==> src/rtl/acoustics_trig_pkg.sv <==
// Shared definitions for the acoustic trigger qualifier slice: state encoding
// and the widths of the magnitude, bin and hit-count fields.
package acoustics_trig_pkg;

    localparam int MAG_W    = 16;
    localparam int BIN_W    = 8;
    localparam int HITCNT_W = 4;

    typedef enum logic [1:0] {
        DISARMED = 2'd0,
        ARMED    = 2'd1,
        FIRE     = 2'd2,
        HOLDOFF  = 2'd3
    } trigState_e;

endpackage

==> src/rtl/trig_holdoff_timer.sv <==
// Holdoff down-counter: loads HOLDOFF_CYCLES-1, decrements on request and
// reports when it has reached zero.
module trig_holdoff_timer #(
    parameter int HOLDOFF_CYCLES = 1000000
) (
    input  logic clk_i,
    input  logic reset_i,
    input  logic load_i,
    input  logic dec_i,
    output logic zero_o
);

    localparam int CNT_W = (HOLDOFF_CYCLES > 1) ? $clog2(HOLDOFF_CYCLES) : 1;
    localparam logic [CNT_W-1:0] LOAD_VAL = CNT_W'(HOLDOFF_CYCLES - 1);

    logic [CNT_W-1:0] count_q;
    logic [CNT_W-1:0] count_d;

    // Load takes priority; a decrement never wraps below zero.
    always_comb begin
        count_d = count_q;
        if (load_i) begin
            count_d = LOAD_VAL;
        end else if (dec_i && (count_q != '0)) begin
            count_d = count_q - CNT_W'(1);
        end
    end

    // Counter register, cleared by the asynchronous reset.
    always_ff @(posedge clk_i or posedge reset_i) begin
        if (reset_i) begin
            count_q <= '0;
        end else begin
            count_q <= count_d;
        end
    end

    assign zero_o = (count_q == '0);

endmodule

==> src/rtl/trigger_qualifier.sv <==
// Trigger qualifier: turns raw per-beat detector triggers into one qualified,
// timestamped event per ping after REQ_FRAMES consecutive hit frames, then
// suppresses re-triggering for a holdoff window.
// Optional feature macro: TRIG_PEAK_CAPTURE_EN (peak magnitude/bin capture of
// the firing frame). Without it peak_mag_o/peak_bin_o are tied to zero.
module trigger_qualifier
    import acoustics_trig_pkg::*;
#(
    parameter int REQ_FRAMES     = 3,
    parameter int HOLDOFF_CYCLES = 1000000,
    parameter int TS_WIDTH       = 32
) (
    input  logic                clk_i,
    input  logic                reset_i,
    input  logic                arm_i,
    input  logic                beat_valid_i,
    input  logic                trig_in_i,
    input  logic                frame_end_i,
    input  logic [MAG_W-1:0]    mag_in_i,
    input  logic [BIN_W-1:0]    bin_in_i,
    output logic                trig_out_o,
    output logic [TS_WIDTH-1:0] trig_ts_o,
    output logic                busy_o,
    output logic [HITCNT_W-1:0] hit_count_o,
    output logic [MAG_W-1:0]    peak_mag_o,
    output logic [BIN_W-1:0]    peak_bin_o
);

    localparam logic [HITCNT_W-1:0] REQ_COUNT = HITCNT_W'(REQ_FRAMES);

    trigState_e state_q;
    trigState_e state_d;

    logic [HITCNT_W-1:0] hitCount_q;
    logic [HITCNT_W-1:0] hitCount_d;
    logic                hitFlag_q;
    logic                hitFlag_d;
    logic [TS_WIDTH-1:0] ts_q;
    logic [TS_WIDTH-1:0] ts_d;
    logic [TS_WIDTH-1:0] trigTs_q;
    logic [TS_WIDTH-1:0] trigTs_d;

    logic                beatTrig;
    logic                frameHit;
    logic [HITCNT_W-1:0] hitInc;
    logic                fireNow;
    logic                timerLoad;
    logic                timerDec;
    logic                timerZero;

    // A trigger on the frame_end beat still belongs to the frame that ends.
    assign beatTrig = beat_valid_i & trig_in_i;
    assign frameHit = hitFlag_q | beatTrig;
    assign hitInc   = hitCount_q + HITCNT_W'(1);
    assign fireNow  = (state_q == ARMED) & arm_i & frame_end_i & frameHit
                      & (hitInc == REQ_COUNT);

    trig_holdoff_timer #(
        .HOLDOFF_CYCLES(HOLDOFF_CYCLES)
    ) uHoldoffTimer (
        .clk_i  (clk_i),
        .reset_i(reset_i),
        .load_i (timerLoad),
        .dec_i  (timerDec),
        .zero_o (timerZero)
    );

    // FSM state register.
    always_ff @(posedge clk_i or posedge reset_i) begin
        if (reset_i) begin
            state_q <= DISARMED;
        end else begin
            state_q <= state_d;
        end
    end

    // FSM next state: disarm is immediate only in ARMED; FIRE and HOLDOFF always run to completion.
    always_comb begin
        state_d = state_q;
        case (state_q)
            DISARMED: if (arm_i) state_d = ARMED;
            ARMED: begin
                if (!arm_i) begin
                    state_d = DISARMED;
                end else if (fireNow) begin
                    state_d = FIRE;
                end
            end
            FIRE:     state_d = HOLDOFF;
            HOLDOFF: begin
                if (timerZero) begin
                    state_d = arm_i ? ARMED : DISARMED;
                end
            end
            default:  state_d = DISARMED;
        endcase
    end

    // FSM outputs: pulse in FIRE, busy plus timer countdown in HOLDOFF.
    always_comb begin
        trig_out_o = 1'b0;
        busy_o     = 1'b0;
        timerLoad  = 1'b0;
        timerDec   = 1'b0;
        case (state_q)
            FIRE:    begin
                trig_out_o = 1'b1;
                timerLoad  = 1'b1;
            end
            HOLDOFF: begin
                busy_o   = 1'b1;
                timerDec = !timerZero;
            end
            default: ;
        endcase
    end

    // Hit flag, hit count, free-running timestamp and event timestamp next-state.
    always_comb begin
        ts_d       = ts_q + TS_WIDTH'(1);
        hitCount_d = hitCount_q;
        hitFlag_d  = hitFlag_q;
        trigTs_d   = trigTs_q;
        case (state_q)
            ARMED: begin
                if (!arm_i) begin
                    hitCount_d = '0;
                    hitFlag_d  = 1'b0;
                end else if (frame_end_i) begin
                    hitCount_d = frameHit ? hitInc : '0;
                    hitFlag_d  = 1'b0;
                end else if (beatTrig) begin
                    hitFlag_d  = 1'b1;
                end
            end
            default: begin
                hitCount_d = '0;
                hitFlag_d  = 1'b0;
            end
        endcase
        if (fireNow) begin
            trigTs_d = ts_q;
        end
    end

    // Datapath registers.
    always_ff @(posedge clk_i or posedge reset_i) begin
        if (reset_i) begin
            ts_q       <= '0;
            hitCount_q <= '0;
            hitFlag_q  <= 1'b0;
            trigTs_q   <= '0;
        end else begin
            ts_q       <= ts_d;
            hitCount_q <= hitCount_d;
            hitFlag_q  <= hitFlag_d;
            trigTs_q   <= trigTs_d;
        end
    end

    assign trig_ts_o   = trigTs_q;
    assign hit_count_o = hitCount_q;

`ifdef TRIG_PEAK_CAPTURE_EN
    logic [MAG_W-1:0] curMag_q;
    logic [MAG_W-1:0] curMag_d;
    logic [BIN_W-1:0] curBin_q;
    logic [BIN_W-1:0] curBin_d;
    logic             curValid_q;
    logic             curValid_d;
    logic [MAG_W-1:0] candMag;
    logic [BIN_W-1:0] candBin;
    logic [MAG_W-1:0] peakMag_q;
    logic [MAG_W-1:0] peakMag_d;
    logic [BIN_W-1:0] peakBin_q;
    logic [BIN_W-1:0] peakBin_d;

    // Running frame maximum including the current beat; strict compare keeps the first bin on ties.
    always_comb begin
        candMag    = curMag_q;
        candBin    = curBin_q;
        if (beat_valid_i && (!curValid_q || (mag_in_i > curMag_q))) begin
            candMag = mag_in_i;
            candBin = bin_in_i;
        end
        curMag_d   = curMag_q;
        curBin_d   = curBin_q;
        curValid_d = curValid_q;
        if (frame_end_i) begin
            curValid_d = 1'b0;
        end else if (beat_valid_i) begin
            curMag_d   = candMag;
            curBin_d   = candBin;
            curValid_d = 1'b1;
        end
        peakMag_d  = peakMag_q;
        peakBin_d  = peakBin_q;
        if (fireNow) begin
            peakMag_d = candMag;
            peakBin_d = candBin;
        end
    end

    // Peak tracker and captured-peak registers.
    always_ff @(posedge clk_i or posedge reset_i) begin
        if (reset_i) begin
            curMag_q   <= '0;
            curBin_q   <= '0;
            curValid_q <= 1'b0;
            peakMag_q  <= '0;
            peakBin_q  <= '0;
        end else begin
            curMag_q   <= curMag_d;
            curBin_q   <= curBin_d;
            curValid_q <= curValid_d;
            peakMag_q  <= peakMag_d;
            peakBin_q  <= peakBin_d;
        end
    end

    assign peak_mag_o = peakMag_q;
    assign peak_bin_o = peakBin_q;
`else
    logic unusedPeakInputs;
    assign unusedPeakInputs = ^{mag_in_i, bin_in_i};
    assign peak_mag_o       = '0;
    assign peak_bin_o       = '0;
`endif

endmodule

==> config.mk <==
export PLATFORM = sky130hd
export DESIGN_NAME = trigger_qualifier
export DESIGN_NICKNAME = d
export VERILOG_FILES = /design/src/rtl/acoustics_trig_pkg.sv /design/src/rtl/trig_holdoff_timer.sv /design/src/rtl/trigger_qualifier.sv
export SDC_FILE = /design/constraint.sdc
export NUM_CORES = 1
export LEC_CHECK = 0
export CAP_MARGIN = 15
export CORE_ASPECT_RATIO = 1.1
export CORE_MARGIN = 2
export CORE_UTILIZATION = 47
export CTS_BUF_LIST = sky130_fd_sc_hd__clkbuf_4 sky130_fd_sc_hd__clkbuf_8
export DETAILED_ROUTE_END_ITERATION = 16
export HOLD_SLACK_MARGIN = 0.03
export PLACE_DENSITY = 0.78
export SLEW_MARGIN = 20
export SYNTH_ARGS = -nofsm -noshare
export SYNTH_HDL_FRONTEND = slang
export SYNTH_SLANG_ARGS = --single-unit
export TNS_END_PERCENT = 30
==> constraint.sdc <==
create_clock -name clk_i -period 2.7 [get_ports clk_i]
set_clock_uncertainty 0.1 [all_clocks]
set_input_delay 0.27 -clock clk_i [delete_from_list [all_inputs] [get_ports clk_i]]
set_output_delay 0.27 -clock clk_i [all_outputs]
set_load 0.01 [all_outputs]
==> impl_metrics.tcl <==
set metrics [dict create \
    status "finished, final reports clean" \
    vias 2741 \
    required_ns 2.89 \
    crit_path_max_fanout 7 \
    cts_hold_buf 0 \
    drt-wirelength-per-cell_um 14.2 \
    groute.usage.overall_pct 16.4 \
    cts_buffer_depth 2 \
    nNetsFinal 445 \
    p_int_mw 2.10 \
    pwr-share-clk_pct 35.2 \
    post_cts_resize_count 0 \
    rsz0062_at_grt "no" \
    path_cells "or4_4 -> nand2b_4 -> or4_1 -> or4_1 -> nand3_1" \
    drv_cap 0 \
    grt_max_degree 92 \
    clock-sinks 91 \
    ys_seq_area_share_pct 54.7 \
    synthToLayoutAreaGrowth_pct 17.9 \
    first_pass_iters 5 \
    synth_largest_area_cell "dfrtp_1" \
    period_minus_slack_ns 2.41 \
    htree_levels 3 \
    switchingPower_uw 756 \
    yosys.area.top_type_share_pct 54.7 \
    num_rows 36 \
    cts_buffers 9 \
    worstSetupStartpointType "flop" \
    cpPeakStageDelay_ns 0.56 \
    final-max-slew-violation-count 0 \
    fin_hold_ws_ns 0.263 \
    drc 0 \
    async_flop_share_pct 100 \
    ioPinCount 92 \
    switching_share_pct 26.5 \
    fin_tns_setup_ns 0 \
    p_per_area_nw_per_um2 581 \
    worstPathArrival_ns 2.60 \
    finalSetupViolCount 0 \
    portBuffers 43 \
    syn_area_per_cell_sq_um 11.6 \
    synth_cell_type_count 44 \
    period_share_pct 89.1 \
    pwr-share-seq_pct 53.7 \
    synthesis.area_sq_um 4160 \
    grt_overflow 0 \
    max_freq_ghz 0.416 \
    yosys_warnings 0 \
    core_sq_um 8740 \
    hpwlAfterDp_um 5120 \
    post_cts_buffers 0 \
    critical_path.top_delay_family "simple AND/OR/NAND/NOR gates" \
    final_antenna_net_count 0 \
    path_depth 5 \
    grt_pass1_vias 2735 \
    synth_cells 360 \
    cts.clk_slew.worst_paths_ns 0.09 \
    die_w_um 93.7 \
    reg2reg_depth 5 \
    critPathKind "reg2reg" \
    antenna_found_initial 0 \
    hp-class "in2async" \
    layout-drive-gt1-share_pct 15.2 \
    diodes 0 \
    vdd_ir_drop_max_mv 0.380 \
    synthTopCellsByArea "dfrtp_1, mux2_2, buf_4" \
    start_util_pct 47.6 \
    die_area_sq_um 9630 \
    cts_tree "done" \
    combPwrFrac_pct 11.1 \
    vias_per_cell 5.18 \
    crit_buf_inv 0 \
    clk_latency_ns 0.35 \
    total_power_mw 2.85 \
    place_congestion 0.860 \
    hold_viol 0 \
    synth_seq_cells 91 \
    grt_pass1_wl_um 12500 \
    crit_slowest_cell "or4_4" \
    synthFlopType "dfrtp_1" \
    rr_endpoint "uHoldoffTimer.count_q[19]$_DFFE_PP0P_" \
    leakagePower_nw 2.19 \
    critPathMostFrequentCell "or4_1" \
    die_height_um 103 \
    endpoint_kind "flop" \
    r2r-start "uHoldoffTimer.count_q[6]$_DFFE_PP0P_" \
    ctsRootBufferMaster "clkbuf_8" \
    drt_wl_total_um 7500 \
    r2r_slack_ns 0.29 \
    synth-edff-count 0 \
    drtIter0Drc 78 \
]
layout by cell type (no fill, tap or decap), drive strengths merged, types with 3 or more instances in the layout:
master / synthesis / final
mux2: 32 / 32
and3: 4 / 4
clkdlybuf4s50: 0 / 43
dfrtp: 91 / 91
buf: 25 / 6
clkinv: 0 / 3
and4: 4 / 4
nor4: 4 / 4
nand4: 4 / 4
nor3b: 3 / 3
o41ai: 3 / 3
nand3b: 3 / 3
nand2b: 4 / 4
ha: 5 / 5
a21oi: 5 / 5
or2: 3 / 3
or4: 9 / 9
or3: 4 / 4
xor2: 17 / 17
conb: 1 / 24
nand3: 15 / 15
xnor2: 18 / 18
nor3: 8 / 8
o21ai: 6 / 6
o211ai: 3 / 3
nand2: 29 / 29
inv: 10 / 9
o31ai: 5 / 5
clkbuf: 8 / 10
mux2i: 5 / 5
nor2: 21 / 21
o311ai: 3 / 3
area by class of cell:
| type | instances | area, sq um |
|---|---|---|
| fillers | 746 | 3830 |
| flip-flops and latches | 91 | 2280 |
| multi-input cells | 249 | 1720 |
| repair buffers | 49 | 500 |
| well taps | 114 | 143 |
| clock buffers | 10 | 131 |
| clock inverters | 6 | 90.1 |
| inverters | 10 | 41.3 |
synth_stat cells (2+ instances only):
cell and n:
nand2_1 29, or4_1 8, xor2_1 17, inv_1 10, or2_2 3, nand2b_1 3
nand3b_1 3, ha_1 5, dfrtp_1 91, o311ai_0 3, and4_1 4, clkbuf_1 7
o22ai_1 2, nor3_1 7, o41ai_1 3, o31ai_1 5, nand3_1 15, xnor2_1 18
nor2_1 21, buf_4 24, nand4_1 4, mux2i_1 5, mux2_2 32, nor4_1 4
nor3b_1 2, o21ai_0 5, and3_1 4, a21oi_1 5, o211ai_1 3, or3_1 4
flip-flops by register name, summed over array words and instances (netlist names), named ones only:
register               flops
hitFlag_q                  1
state_q                    1
trig_ts_o                 32
ts_q                      32
uHoldoffTimer.count_q     20
hit_count_o                4
layer usage:
metal / vias to the layer above / routed length, um / global-route usage (%)
li1: 1311 / - / -
met1: 1372 / 3350 / 21.3
met2: 53 / 3840 / 27.4
met3: 5 / 261 / 3.29
met4: 0 / 52 / 6.24
met5: - / 0 / 0
through the flow:
| stage | area [sq um] | setup WS (ns) | instances | utilization, % |
|---|---|---|---|---|
| 2_1_floorplan | 4250 | 0.390 | 383 | - |
| 3_3_place_gp | 4690 | 0.347 | 513 | 53.6 |
| 3_5_place_dp | 4690 | 0.303 | 513 | 53.6 |
| 4_1_cts | 4910 | 0.293 | 529 | 56.2 |
| 5_1_grt | 4910 | 0.179 | 529 | 56.2 |
| 6_report | 4910 | 0.293 | 529 | 56.2 |
kinds of logic after synthesis:
group | Yosys count | synth area share, %
AOI/OAI and AO/OA | 30 | 4.87
xor gates and xnor gates | 35 | 7.36
adders and majority gates | 5 | 1.50
buffers and inverters | 43 | 6.10
DFF | 91 | 54.7
muxes | 37 | 9.86
other | 1 | 0.0901
and+or+nand+nor | 118 | 15.5
worst max path at each step:
| stage | startpoint | to |
|---|---|---|
| global route | ts_q[0]$_DFF_PP0_ | ts_q[24]$_DFF_PP0_ |
| finish | uHoldoffTimer.count_q[6]$_DFFE_PP0P_ | uHoldoffTimer.count_q[19]$_DFFE_PP0P_ |
| CTS | uHoldoffTimer.count_q[6]$_DFFE_PP0P_ | uHoldoffTimer.count_q[19]$_DFFE_PP0P_ |
| detailed placement | uHoldoffTimer.count_q[6]$_DFFE_PP0P_ | uHoldoffTimer.count_q[19]$_DFFE_PP0P_ |
| floorplan | uHoldoffTimer.count_q[6]$_DFFE_PP0P_ | uHoldoffTimer.count_q[19]$_DFFE_PP0P_ |
| global placement | uHoldoffTimer.count_q[6]$_DFFE_PP0P_ | uHoldoffTimer.count_q[19]$_DFFE_PP0P_ |
worst register-to-register path: cells and delay by family, from the launching register on:
kind / cells / cell delay [ns]
flip-flops: 1 / 0.40
AND/OR/NAND/NOR: 5 / 1.86
power groups by stage:
stage | Combinational (mW) | Sequential, mW | Clock [mW]
finish | 0.316 | 1.53 | 1.01
global route | 0.361 | 1.55 | 1.09
CTS | 0.320 | 1.53 | 1.03
detailed placement | 0.318 | 1.56 | 0
global placement | 0.302 | 1.55 | 0
floorplan | 0.256 | 1.54 | 0
No activity file was read; power rests on OpenSTA's default activity.
==> RTL change 1 (same flow settings) <==
`HOLDOFF_CYCLES` is set to 1000000 in 2 places; all go to 250000.
--- a/src/rtl/trig_holdoff_timer.sv
+++ b/src/rtl/trig_holdoff_timer.sv
@@ -1,7 +1,7 @@
 // Holdoff down-counter: loads HOLDOFF_CYCLES-1, decrements on request and
 // reports when it has reached zero.
 module trig_holdoff_timer #(
-    parameter int HOLDOFF_CYCLES = 1000000
+    parameter int HOLDOFF_CYCLES = 250000
 ) (
     input  logic clk_i,
     input  logic reset_i,
--- a/src/rtl/trigger_qualifier.sv
+++ b/src/rtl/trigger_qualifier.sv
@@ -7,7 +7,7 @@
     import acoustics_trig_pkg::*;
 #(
     parameter int REQ_FRAMES     = 3,
-    parameter int HOLDOFF_CYCLES = 1000000,
+    parameter int HOLDOFF_CYCLES = 250000,
     parameter int TS_WIDTH       = 32
 ) (
     input  logic                clk_i,
Formal check against the unedited RTL: same outputs for any inputs over 10 cycles, from zero or initial values and one cycle with reset_i high; that may be too few to reach the edited logic, so the function may still have changed.
==> RTL change 1 against the original RTL <==
  * Setup slack worse by 0.044 ns
  * Final cell count up 1.3%
  * Sequential share of layout area down 0.97 points
  * Synthesized area up 1.5%
  * Wire length up 0.99%
  * Sequential cell count down 2
  * Total power down 2.6%
  * Hold slack worse by 0.16 ns
  * Core utilization down 0.34 points
  * Final area down 0.10%
  * Critical path type unchanged
  * Largest power group unchanged
==> RTL change 1: results (changes against the original RTL) <==
Finish
  • Layout cells sized above 1: 0.1493 (was 0.1518)

Outcome
  • Status: complete, no violations (unchanged)

Synthesis
  • Cells after synthesis: 367 (was 360)
  • Synth cell count leaders: 89 x dfrtp_1, 30 x mux2_2, 24 x buf_4, 22 x xor2_1, 21 x nand2_1 (was 91 x dfrtp_1, 32 x mux2_2, 29 x nand2_1, 24 x buf_4, 21 x nor2_1)
  • Seq/Total Area, Yosys: 0.5271 (was 0.5470)
  • Post-synthesis mux area share: 0.1066 (was 0.09859)
  • Synth area leaders: dfrtp_1 53%, mux2_2 8.0%, xor2_1 4.6% (was dfrtp_1 55%, mux2_2 8.7%, buf_4 4.3%)
  • Synth Area in Adders: 0.01184 (was 0.01503)
  • Yosys cell types: 54 (was 44)

Global route
  • First-pass GRT wire length: 13100 µm (was 12460 µm)
  • GRT Total Usage: 0.1718 (was 0.1638)
  • Pin count of the biggest net entering global routing: 51 (was 92)
  • Vias in the first global route: 2731 (was 2735)

Critical path
  • CP max stage cell: nor4b_1 (was or4_4)
  • Worst EP arrival: 2.58 ns (was 2.60 ns)
  • Reg-to-reg setup timing slack: 0.25 ns (was 0.29 ns)
  • Reg2reg end: uHoldoffTimer.count_q[14] (was uHoldoffTimer.count_q[19])
  • Max incr delay on CP: 0.47 ns (was 0.56 ns)
  • R2r startpoint: uHoldoffTimer.count_q[0] (was uHoldoffTimer.count_q[6])

Pwr
  • Leak Pwr: 2.285 nW (was 2.190 nW)
  • VDD IR-drop max: 0.3233 mV (was 0.3797 mV)

Placed design
  • Post-DP HPWL: 5323 µm (was 5118 µm)
  • Setup Slack @ Placement: 0.1768 ns (was 0.3028 ns)
  • DP Area: 0.004713 mm² (was 0.004686 mm²)

Drt
  • DRT Pass-1 Iters: 4 (was 5)
  • First DRT Iteration DRCs: 73 (was 78)
  • Wire per inst: 14.13 µm (was 14.18 µm)
==> RTL change 1: layout make-up <==
class,count,share of cell area
tap,114,0.02910
multi-input combinational,254,0.3657
inverter,15,0.01174
timing repair buffer,48,0.1006
sequential,89,0.4543
clock inverter,7,0.01327
clock buffer,9,0.02527
==> RTL change 1: where the power goes <==
group          switching (W)  total (W)  internal [W]  leakage [nW]
clock               0.000523   0.000886      0.000363         0.100
sequential          0.000122    0.00154       0.00142          1.18
combinational       0.000204   0.000357      0.000153          1.00
total               0.000849    0.00278       0.00193          2.29
==> RTL change 1: worst max path at each step <==
stage                                         from                          to  slack [ns]  depth (start not counted)
final                     uHoldoffTimer.count_q[0]   uHoldoffTimer.count_q[14]        0.25                          6
after global routing      uHoldoffTimer.count_q[0]   uHoldoffTimer.count_q[14]        0.03                          6
after CTS                 uHoldoffTimer.count_q[0]   uHoldoffTimer.count_q[14]        0.25                          6
after detailed placement                     arm_i               trig_ts_o[24]        0.18                          6
after global placement                       arm_i               trig_ts_o[13]        0.20                          6
after floorplan                            reset_i  asynchronous set/reset pin        0.02                          1
==> RTL change 1: cell families after synthesis <==
| kind of cell | Yosys count |
|---|---|
| flip-flops | 89 |
| multiplexers | 41 |
| adder cells (fa/ha/maj) | 4 |
| other | 1 |
| XOR/XNOR | 31 |
| buffers and inverters | 47 |
| AO/OA/AOI/OAI | 31 |
| AND/OR/NAND/NOR | 123 |
==> RTL change 1: routing by layer <==
metal	routed length, µm	vias up	global-route usage
met3	279	11	0.04348
met2	3785	54	0.2758
met4	97	0	0.06800
met5	0	-	0
met1	3413	1403	0.2266
li1	-	1371	-
==> RTL change 1: worst reg2reg max path: stages, from the launching register on <==
cell     delay [ns]
dfrtp_1        0.43
inv_1          0.08
ha_1           0.26
nor4b_1        0.47
nand4_1        0.27
o31ai_1        0.27
or3b_2         0.46
==> RTL change 1: per-stage QoR <==
step                power [W]  utilization  hold WS, ns
floorplan            0.001821            -       0.3266
global placement     0.001895       0.5366       0.3568
detailed placement   0.001917       0.5366       0.3536
CTS                  0.002802       0.5581      0.09019
global route         0.002939       0.5581       0.1235
finish               0.002780       0.5581      0.09856
==> RTL change 2 (same flow settings) <==
Made on the original files. Re-encode `trigState_e` (4 states) as one-hot, 4 bits wide.
--- a/src/rtl/acoustics_trig_pkg.sv
+++ b/src/rtl/acoustics_trig_pkg.sv
@@ -6,11 +6,11 @@
     localparam int BIN_W    = 8;
     localparam int HITCNT_W = 4;
 
-    typedef enum logic [1:0] {
-        DISARMED = 2'd0,
-        ARMED    = 2'd1,
-        FIRE     = 2'd2,
-        HOLDOFF  = 2'd3
+    typedef enum logic [3:0] {
+        DISARMED = 4'b0001,
+        ARMED    = 4'b0010,
+        FIRE     = 4'b0100,
+        HOLDOFF  = 4'b1000
     } trigState_e;
 
 endpackage
Formal check against the unedited RTL: same outputs for any inputs over 10 cycles, from zero or initial values and one cycle with reset_i high; not proved beyond that.
==> RTL change 2 against the original RTL <==
  * Sequential cell count rose by 2
  * Final area rose by 3.8%
  * Setup slack got worse by 0.10 ns
  * Synthesized area rose by 3.5%
  * Hold slack got worse by 0.16 ns
  * Final cell count rose by 4.5%
  * Wire length rose by 0.59%
  * Critical path type is now flip-flop to primary output
  * Critical endpoint is now trig_out_o
Power is not compared: it rests on default switching activity, and its combinational part moved more than twofold at a synthesized area within 25%.
==> RTL change 2: results (changes against the original RTL) <==
CTS
  • Post-CTS resize count: 0 (unchanged)
  • Clock buffer count from CTS: 9 (unchanged)
  • Max H-tree Level: 3 (unchanged)
  • Max clock buf depth: 2 (unchanged)
  • # Post-CTS Setup Buffers: 0 (unchanged)
  • Later-pin clock latency in the skew report: 0.35 ns (about the same)
  • CTS root buffer: clkbuf_8 (unchanged)

Critical path
  • CP max stage cell: or4b_2 (was or4_4)
  • R2r startpoint: uHoldoffTimer.count_q[6] (unchanged)
  • Reg-to-reg setup timing slack: 0.34 ns (was 0.29 ns)
  • FF-to-FF path depth: 5 (unchanged)
  • Max Fanout on Critical Path: 5 (was 7)
  • Max incr delay on CP: 0.69 ns (was 0.56 ns)
  • Worst EP arrival: 2.14 ns (was 2.60 ns)
  • Reg2reg end: uHoldoffTimer.count_q[19] (unchanged)

Pwr
  • Leak Pwr: 2.409 nW
  • Cell Int Power: 0.002093 W
  • VDD IR-drop max: 0.3448 mV

Drt
  • Met3 WL: 218 µm (was 261 µm)
  • Via density: 5.112 (was 5.181)
  • DR WL met2: 3692 µm (was 3842 µm)
  • First DRT Iteration DRCs: 99 (was 78)
  • DRT Pass-1 Iters: 4 (was 5)
  • M1 WL: 3449 µm (was 3346 µm)
  • Routed wire length: 7546 µm (was 7502 µm)
  • Wire per inst: 13.65 µm (was 14.18 µm)
  • Highest routing layer actually used: met4 (unchanged)

Global route
  • Vias in the first global route: 2783 (was 2735)
  • GRT Total Usage: 0.1647 (was 0.1638)
  • GR Util met3: 0.02681 (was 0.03289)
  • Pin count of the biggest net entering global routing: 54 (was 92)
  • Met1 Use GR: 0.2177 (was 0.2127)
  • Met2 usage: 0.2606 (was 0.2736)
  • Initial antenna violation count: 0 (unchanged)
  • First-pass GRT wire length: 12880 µm (was 12460 µm)

Synthesis
  • Synth cell count leaders: 92 x dfrtp_1, 33 x mux2_2, 33 x nor2_1, 30 x xnor2_1, 29 x nand2_1 (was 91 x dfrtp_1, 32 x mux2_2, 29 x nand2_1, 24 x buf_4, 21 x nor2_1)
  • Synth area leaders: dfrtp_1 53%, mux2_2 8.6%, xnor2_1 6.1% (was dfrtp_1 55%, mux2_2 8.7%, buf_4 4.3%)
  • Top_reg_cell synth: dfrtp_1 (unchanged)
  • Yosys warning count: 0 (unchanged)
  • Avg Inst Size Synth: 11.25 µm² (was 11.56 µm²)
  • Seq/Total Area, Yosys: 0.5402 (was 0.5470)
  • Yosys cell types: 46 (was 44)
  • Synth async-reset ratio: 1.000 (unchanged)

Placed design
  • Post-DP HPWL: 5253 µm (was 5118 µm)
  • Setup Slack @ Placement: 0.3284 ns (was 0.3028 ns)
  • Global placement routability congestion: 0.8083 (was 0.8597)
  • DP Area: 0.004837 mm² (was 0.004686 mm²)
  • Port Buffers: 43 (unchanged)
  • Total placed cells including tap cells: 537 (was 513)

Finish
  • Layout cells sized above 1: 0.1481 (was 0.1518)
  • Nets: 469 (was 445)
  • Ant. Diodes: 0 (unchanged)

Outcome
  • Status: complete, no violations (unchanged)

STA
  • Hold WS: 0.1029 ns (was 0.2628 ns)
  • Worst-margin pin slew: 0.5984 ns
## RTL change 2: cells by family (layout without fill, tap and decap cells)
| logic type | after synthesis | in the layout | synth area share |
|---|---|---|---|
| buf+inv | 47 | 80 | 0.06357 |
| xor+xnor | 44 | 44 | 0.08941 |
| other cells | 1 | 24 | 0.0008700 |
| compound gates | 25 | 25 | 0.03744 |
| mux | 34 | 34 | 0.08854 |
| simple gates | 134 | 134 | 0.1655 |
| flops | 93 | 93 | 0.5402 |
| fa+ha+maj | 5 | 5 | 0.01451 |
## RTL change 2: worst max-delay path by stage
stage / start / end / slack [ns] / cells after the start
2_1_floorplan: uHoldoffTimer.count_q[0] / uHoldoffTimer.count_q[19] / 0.47 / 7
6_report: state_q[1] / trig_out_o / 0.19 / 3
3_3_place_gp: arm_i / trig_ts_o[24] / 0.34 / 7
3_5_place_dp: arm_i / trig_ts_o[27] / 0.33 / 7
4_1_cts: state_q[1] / trig_out_o / 0.15 / 3
5_1_grt: uHoldoffTimer.count_q[6] / uHoldoffTimer.count_q[19] / 0.07 / 5
## RTL change 2: area by class of cell
class / instances / area, µm²
flip-flops and latches: 93 / 2328
inverters: 12 / 48.80
repair buffers: 52 / 523.0
well taps: 114 / 142.6
fillers: 749 / 3779
clock inverters: 5 / 106.4
multi-input cells: 266 / 1794
clock buffers: 11 / 151.4
## RTL change 2: power by group through the flow
stage	Combinational, W	Clock (W)	Sequential, W
3_5_place_dp	0.0000827	0	0.00144
2_1_floorplan	0.0000841	0	0.00143
3_3_place_gp	0.0000812	0	0.00143
5_1_grt	0.0000943	0.00121	0.00141
6_report	0.0000809	0.00113	0.00141
4_1_cts	0.0000834	0.00117	0.00141
